===== src/rtl/cursor_pkg.sv =====
// rtl/cursor_pkg.sv - shared types and direction indices for the cursor button scheduler
package cursor_pkg;

    typedef enum logic [1:0] {
        IDLE   = 2'd0,
        DELAY  = 2'd1,
        REPEAT = 2'd2
    } dir_state_t;

    localparam int DIR_R = 0;
    localparam int DIR_L = 1;
    localparam int DIR_U = 2;
    localparam int DIR_D = 3;
    localparam int BTN_C = 4;

    // R/L and U/D occupy adjacent even/odd slots, so flipping bit 0 gives the opposite.
    function automatic int opposite_dir(input int d);
        return d ^ 1;
    endfunction

endpackage


===== src/rtl/btn_debounce.sv =====
// rtl/btn_debounce.sv - two-flop synchroniser plus stable-count debouncer for one button
module btn_debounce #(
    parameter int DEBOUNCE_CYCLES = 1_000_000
) (
    input  logic clk,
    input  logic rst,
    input  logic raw,
    output logic level
);

    localparam int CW = $clog2(DEBOUNCE_CYCLES + 1);

    logic          sync1;
    logic          sync2;
    logic [CW-1:0] cnt;

    always_ff @(posedge clk or posedge rst) begin
        if (rst) begin
            sync1 <= 1'b0;
            sync2 <= 1'b0;
            level <= 1'b0;
            cnt   <= '0;
        end else begin
            sync1 <= raw;
            sync2 <= sync1;
            if (sync2 == level) begin
                cnt <= '0;
            end else if (cnt == CW'(DEBOUNCE_CYCLES - 1)) begin
                // This is the Nth consecutive disagreeing cycle: accept the new level.
                level <= sync2;
                cnt   <= '0;
            end else if (cnt != '1) begin
                cnt <= cnt + CW'(1);
            end
        end
    end

endmodule


===== src/rtl/cursor_btn_sched.sv =====
// rtl/cursor_btn_sched.sv - debounced buttons to single-cycle cursor step strobes with auto-repeat
module cursor_btn_sched
    import cursor_pkg::*;
#(
    parameter int DEBOUNCE_CYCLES = 1_000_000,
    parameter int REPEAT_DELAY    = 50_000_000,
    parameter int REPEAT_PERIOD   = 10_000_000
) (
    input  logic clk,
    input  logic rst,
    input  logic en,
    input  logic btnR_raw,
    input  logic btnL_raw,
    input  logic btnU_raw,
    input  logic btnD_raw,
    input  logic btnC_raw,
    output logic movR,
    output logic movL,
    output logic movU,
    output logic movD,
    output logic fire
);

    localparam int RMAX = (REPEAT_DELAY > REPEAT_PERIOD) ? REPEAT_DELAY : REPEAT_PERIOD;
    localparam int RW   = $clog2(RMAX + 1);

    logic [4:0] raw_vec;
    logic [4:0] lvl;
    logic [3:0] mov;
    logic       c_prev;

    assign raw_vec = {btnC_raw, btnD_raw, btnU_raw, btnL_raw, btnR_raw};

    for (genvar b = 0; b < 5; b++) begin : g_btn
        btn_debounce #(
            .DEBOUNCE_CYCLES(DEBOUNCE_CYCLES)
        ) u_debounce (
            .clk  (clk),
            .rst  (rst),
            .raw  (raw_vec[b]),
            .level(lvl[b])
        );
    end

    for (genvar d = 0; d < 4; d++) begin : g_dir
        localparam int OPP = opposite_dir(d);

        dir_state_t    state;
        dir_state_t    state_nxt;
        logic [RW-1:0] cnt;
        logic [RW-1:0] cnt_nxt;
        logic [RW-1:0] cnt_inc;
        logic          strobe;
        logic          strobe_nxt;
        logic          act;

        // Holding the opposite direction cancels this one outright.
        assign act     = lvl[d] & en & ~lvl[OPP];
        assign cnt_inc = (cnt == '1) ? cnt : cnt + RW'(1);

        always_comb begin
            state_nxt  = state;
            cnt_nxt    = cnt;
            strobe_nxt = 1'b0;
            if (!act) begin
                state_nxt = IDLE;
                cnt_nxt   = '0;
            end else begin
                case (state)
                    IDLE: begin
                        strobe_nxt = 1'b1;
                        state_nxt  = DELAY;
                        cnt_nxt    = '0;
                    end
                    DELAY: begin
                        if (cnt == RW'(REPEAT_DELAY - 1)) begin
                            strobe_nxt = 1'b1;
                            state_nxt  = REPEAT;
                            cnt_nxt    = '0;
                        end else begin
                            cnt_nxt = cnt_inc;
                        end
                    end
                    REPEAT: begin
                        if (cnt == RW'(REPEAT_PERIOD - 1)) begin
                            strobe_nxt = 1'b1;
                            cnt_nxt    = '0;
                        end else begin
                            cnt_nxt = cnt_inc;
                        end
                    end
                    default: begin
                        state_nxt = IDLE;
                        cnt_nxt   = '0;
                    end
                endcase
            end
        end

        always_ff @(posedge clk or posedge rst) begin
            if (rst) begin
                state  <= IDLE;
                cnt    <= '0;
                strobe <= 1'b0;
            end else begin
                state  <= state_nxt;
                cnt    <= cnt_nxt;
                strobe <= strobe_nxt;
            end
        end

        assign mov[d] = strobe;
    end

    // c_prev tracks the level regardless of en, so a C held across re-enable sees no edge.
    always_ff @(posedge clk or posedge rst) begin
        if (rst) begin
            c_prev <= 1'b0;
            fire   <= 1'b0;
        end else begin
            c_prev <= lvl[BTN_C];
            fire   <= en & lvl[BTN_C] & ~c_prev;
        end
    end

    assign movR = mov[DIR_R];
    assign movL = mov[DIR_L];
    assign movU = mov[DIR_U];
    assign movD = mov[DIR_D];

endmodule


===== config.mk =====
export PLATFORM = sky130hd
export DESIGN_NAME = cursor_btn_sched
export DESIGN_NICKNAME = d
export VERILOG_FILES = /design/src/rtl/cursor_pkg.sv /design/src/rtl/btn_debounce.sv /design/src/rtl/cursor_btn_sched.sv
export SDC_FILE = /design/constraint.sdc
export NUM_CORES = 1
export LEC_CHECK = 0
export BUFFER_PORTS_ARGS = -buffer_cell sky130_fd_sc_hd__buf_2
export CAP_MARGIN = 30
export CORE_MARGIN = 4
export CORE_UTILIZATION = 35
export DETAILED_ROUTE_END_ITERATION = 8
export PLACE_DENSITY = 0.46
export SLEW_MARGIN = 20
export SYNTH_ARGS = -nofsm -noshare
export SYNTH_HDL_FRONTEND = slang
export SYNTH_HIERARCHICAL = 1
export SYNTH_SLANG_ARGS = --single-unit

===== constraint.sdc =====
create_clock -name clk -period 4.8 [get_ports clk]
set_clock_uncertainty 0.2 [all_clocks]
set_input_delay 0.24 -clock clk [delete_from_list [all_inputs] [get_ports clk]]
set_output_delay 0.24 -clock clk [all_outputs]
set_load 0.03 [all_outputs]

==> results by group <==
Place
  • IO buf count: 12
  • DP HPWL: between 20 and 25 mm
  • GPL Wtd Cong: 0.838

Worst setup path
  • CP max stage cell: a211o_1
  • Crit path kind: flop to flop
  • Crit-path cells: ha_1 -> nand3_1 -> or4_1 -> o21ai_1 -> a211o_1 -> nor2_1
  • Crit path arrival time: between 3000 and 4000 ps
  • CP Launch Type: flop
  • Critical Path Sink Type: flop
  • Worst-path maximum fanout: 26
  • CP bufs+invs: 0
  • Slowest stage delay, CP: between 700 and 800 ps
  • CP required: around 5000 ps
  • Top Family by Delay on Critical Path: compound AO/OA/AOI/OAI gates

Pwr
  • Gate power share: 2.2%
  • Static Leak: 5.43 nW
  • Clock Power Share: between 50% and 60%
  • Switching share of power: around a fifth
  • Reg power frac: between 40 and 50%
  • Psw: around 0.96 mW
  • Worst vdd ir: around 0.23 mV
  • Power, Total: approximately 4.5 mW
  • Power Dens Cells: approximately 300 nW/µm²
  • Int Pwr: around 3.6 mW

Logic synthesis
  • Post-synth ARST share: 100%
  • Unique masters post-synth: 70
  • Main synth FF type: dfrtp_1
  • Largest cells by area after synthesis: dfrtp_1 43%, nand4_1 4.3%, a21oi_1 3.9%
  • Number of synthesized flops with an enable pin: 0
  • Post-Syn Area: 13,400 µm²
  • Syn Nets: ~1,500
  • Register area share after synthesis: approximately 43%
  • Post-synth top area cell: dfrtp_1
  • Seq cells post-synth: 233
  • Synthesized netlist cell count: roughly 1,500
  • Synthesized area per cell: between 9 and 10 µm²
  • Synth top area share: around 43%
  • Syn. warnings: 6

Clock tree
  • CTS Buf Count: 30
  • Root Driver: clkbuf_16
  • CTS tree: built
  • CTS Sinks: 233
  • Clock latency on the worst-skew pair: around 560 ps
  • Clock-pin slew on the worst setup and hold paths: 60 ps
  • Resize count post-CTS: 0
  • Hold_buf cts: 7
  • Maximum root-to-sink buffer count: 3
  • Setup Fix Bufs, Post-CTS: 0
  • H-Tree Level Count: 1

Timing
  • Final count of hold timing violations: 0
  • RSZ-0062 raised after global routing: no
  • Final worst-path cycle share: between 60% and 70%
  • Worst-Margin Slew: ~970 ps
  • FMAX: 0.345 GHz
  • Max_slew headroom: a little over a third
  • Final setup fails: 0
  • Setup TNS: 0 ps
  • Max Slew Vio Count: 0
  • Final min period: 2900 ps

Drt
  • WL/cell: ~16 µm
  • Post-route antenna net violation count: 0
  • Drt via density: 5.53
  • DR pass1 iterations: 4
  • Final WL: between 30 and 40 mm
  • Vias: about 11,000
  • DRC Markers: 0
  • Initial DRC Count: roughly 690

Floorplanning
  • DIE HEIGHT: 204 µm
  • Rows: between 70 and 80
  • Starting Density: 35.6%
  • Core footprint: about 38,000 µm²
  • Die width: 204 µm
  • I/O pin cnt: 13
  • Die ar.: 41,600 µm²

GRT
  • Largest net degree at the start of global routing: 72
  • Total grt overflow: 0
  • First-pass GRT wire length: 56.1 mm
  • Initial antenna violation count: 0
  • Number of global-route vias before repair: about 11,000
  • GRT Util Overall: between 15 and 20%

Final layout
  • Area Growth Syn to Fin: 13.9%
  • NumNets Final: roughly 1,500
  • Layout cells sized above 1: a little over a tenth
  • Register area: between 5000 and 6000 µm²
  • Ant diodes: 0
  • Core Util, Final: between 40% and 50%
  • Fill count: approximately 3,700
  • Area occupied by multi-input gates: roughly 7200 µm²

Hold path
  • Hold Crit Class: input pin to asynchronous set/reset pin

Job
  • MaxCap Viol Count: 0

Run status
  • Status: finished clean
-- per-layer routing --
layer	routed length [µm]	up-vias	global-route usage, %
met5	0	-	0
met4	549	0	3.78
met3	824	37	1.87
met2	14500	104	24.5
met1	16500	5447	23.0
li1	-	5623	-
-- cells in the mapped netlist (6+ instances only) --
| cell | n |
|---|---|
| dfrtp_1 | 233 |
| nand2_1 | 111 |
| nor2_1 | 108 |
| a21oi_1 | 104 |
| nand4_1 | 93 |
| nand3_1 | 84 |
| nor3_1 | 69 |
| o21ai_0 | 67 |
| xnor2_1 | 54 |
| inv_1 | 53 |
| nor4_1 | 42 |
| a31oi_1 | 35 |
| or3_1 | 35 |
| ha_1 | 32 |
| and4_1 | 28 |
| xor2_1 | 25 |
| and3_1 | 24 |
| or4_1 | 20 |
| o31ai_1 | 19 |
| a211oi_1 | 18 |
| buf_2 | 16 |
| mux2i_1 | 15 |
| nor3b_1 | 13 |
| clkbuf_1 | 12 |
| a21oi_2 | 10 |
| nand2_2 | 10 |
| or4_4 | 8 |
| a21boi_0 | 7 |
| nor4bb_1 | 7 |
| o21ai_2 | 7 |
| o311ai_0 | 7 |
| a31o_2 | 6 |
| nor4_2 | 6 |
| o211ai_1 | 6 |
| o21a_1 | 6 |
-- tightest hold or removal path, delay by kind of cell --
kind,cells,cell delay (ps)
buf+inv,3,960
-- area by class of cell --
class	instances	area share (%)
Clock buffer	44	5.71
Clock inverter	11	1.41
Inverter	53	1.32
Multi-Input combinational cell	1144	47.3
Sequential cell	233	38.1
Tap cell	511	4.18
Timing Repair Buffer	33	2.00
-- cells in the final DEF (no fill, tap or decap), drive strengths merged, types with 6 or more instances in the layout --
cell,n
nor3,74
o211ai,6
bufinv,6
nor2,109
dlygate4sd3,7
nor4,49
buf,26
o311ai,7
nand4,94
nand2,121
o21a,6
nand3,89
xnor2,54
and3,24
and4,33
nor3b,13
a21oi,114
o21ai,78
o31ai,20
inv,53
clkbuf,44
ha,32
dfrtp,233
a31oi,35
a211oi,18
or4,28
a31o,6
xor2,25
or3,35
nor4bb,7
mux2i,15
a21boi,7
-- per-stage QoR --
step / hold slack (ps) / setup slack (ps) / area, µm² / std cells
3_3_place_gp: 135 / 1890 / 14000 / 1958
6_report: 77.5 / 1900 / 15300 / 2029
3_5_place_dp: 135 / 1880 / 14000 / 1960
5_1_grt: 96.6 / 1640 / 15300 / 2029
2_1_floorplan: 41.9 / 1230 / 13400 / 1464
4_1_cts: 86.5 / 1870 / 15200 / 2022
-- flip-flops by register name, summed over array words and instances (netlist names) --
| name | count |
|---|---|
| g_btn.u_debounce/cnt | 100 |
| c_prev | 1 |
| movD | 1 |
| g_dir.state | 8 |
| g_dir.cnt | 104 |
| fire | 1 |
| g_btn.u_debounce/sync1 | 5 |
| movL | 1 |
| movU | 1 |
| movR | 1 |
| g_btn.u_debounce/level | 5 |
| g_btn.u_debounce/sync2 | 5 |
-- power by group through the flow --
stage	Clock (mW)	Sequential, mW	Combinational (mW)
3_3_place_gp	0	2.03	0.0926
6_report	2.45	1.99	0.102
5_1_grt	2.62	2.00	0.121
4_1_cts	2.55	1.99	0.0966
2_1_floorplan	0	2.03	0.0618
3_5_place_dp	0	2.03	0.0918
-- cells by family after synthesis --
logic type	share of synthesized area (%)
fa+ha+maj	2.98
mux	1.54
flops	43.4
xor+xnor	5.15
simple gates	29.1
buf+inv	2.84
compound gates	15.1
-- path summary, 6_finish.rpt --
check / startpoint / to / slack, ps / depth (start not counted)
max in group asynchronous: rst / g_dir[1].cnt[23] / 3360 / 5
hold reg to reg: g_btn[0].u_debounce/sync1 / g_btn[0].u_debounce/sync2 / 150 / 0
min in group clk: btnL_raw / g_btn[1].u_debounce/sync1 / 120 / 2
hold / removal: rst / fire / 80 / 3
setup / recovery: g_dir[0].cnt[0] / g_dir[0].cnt[22] / 1900 / 6
setup reg to reg: g_dir[0].cnt[0] / g_dir[0].cnt[22] / 1900 / 6
No activity file was read; power rests on OpenSTA's default activity.
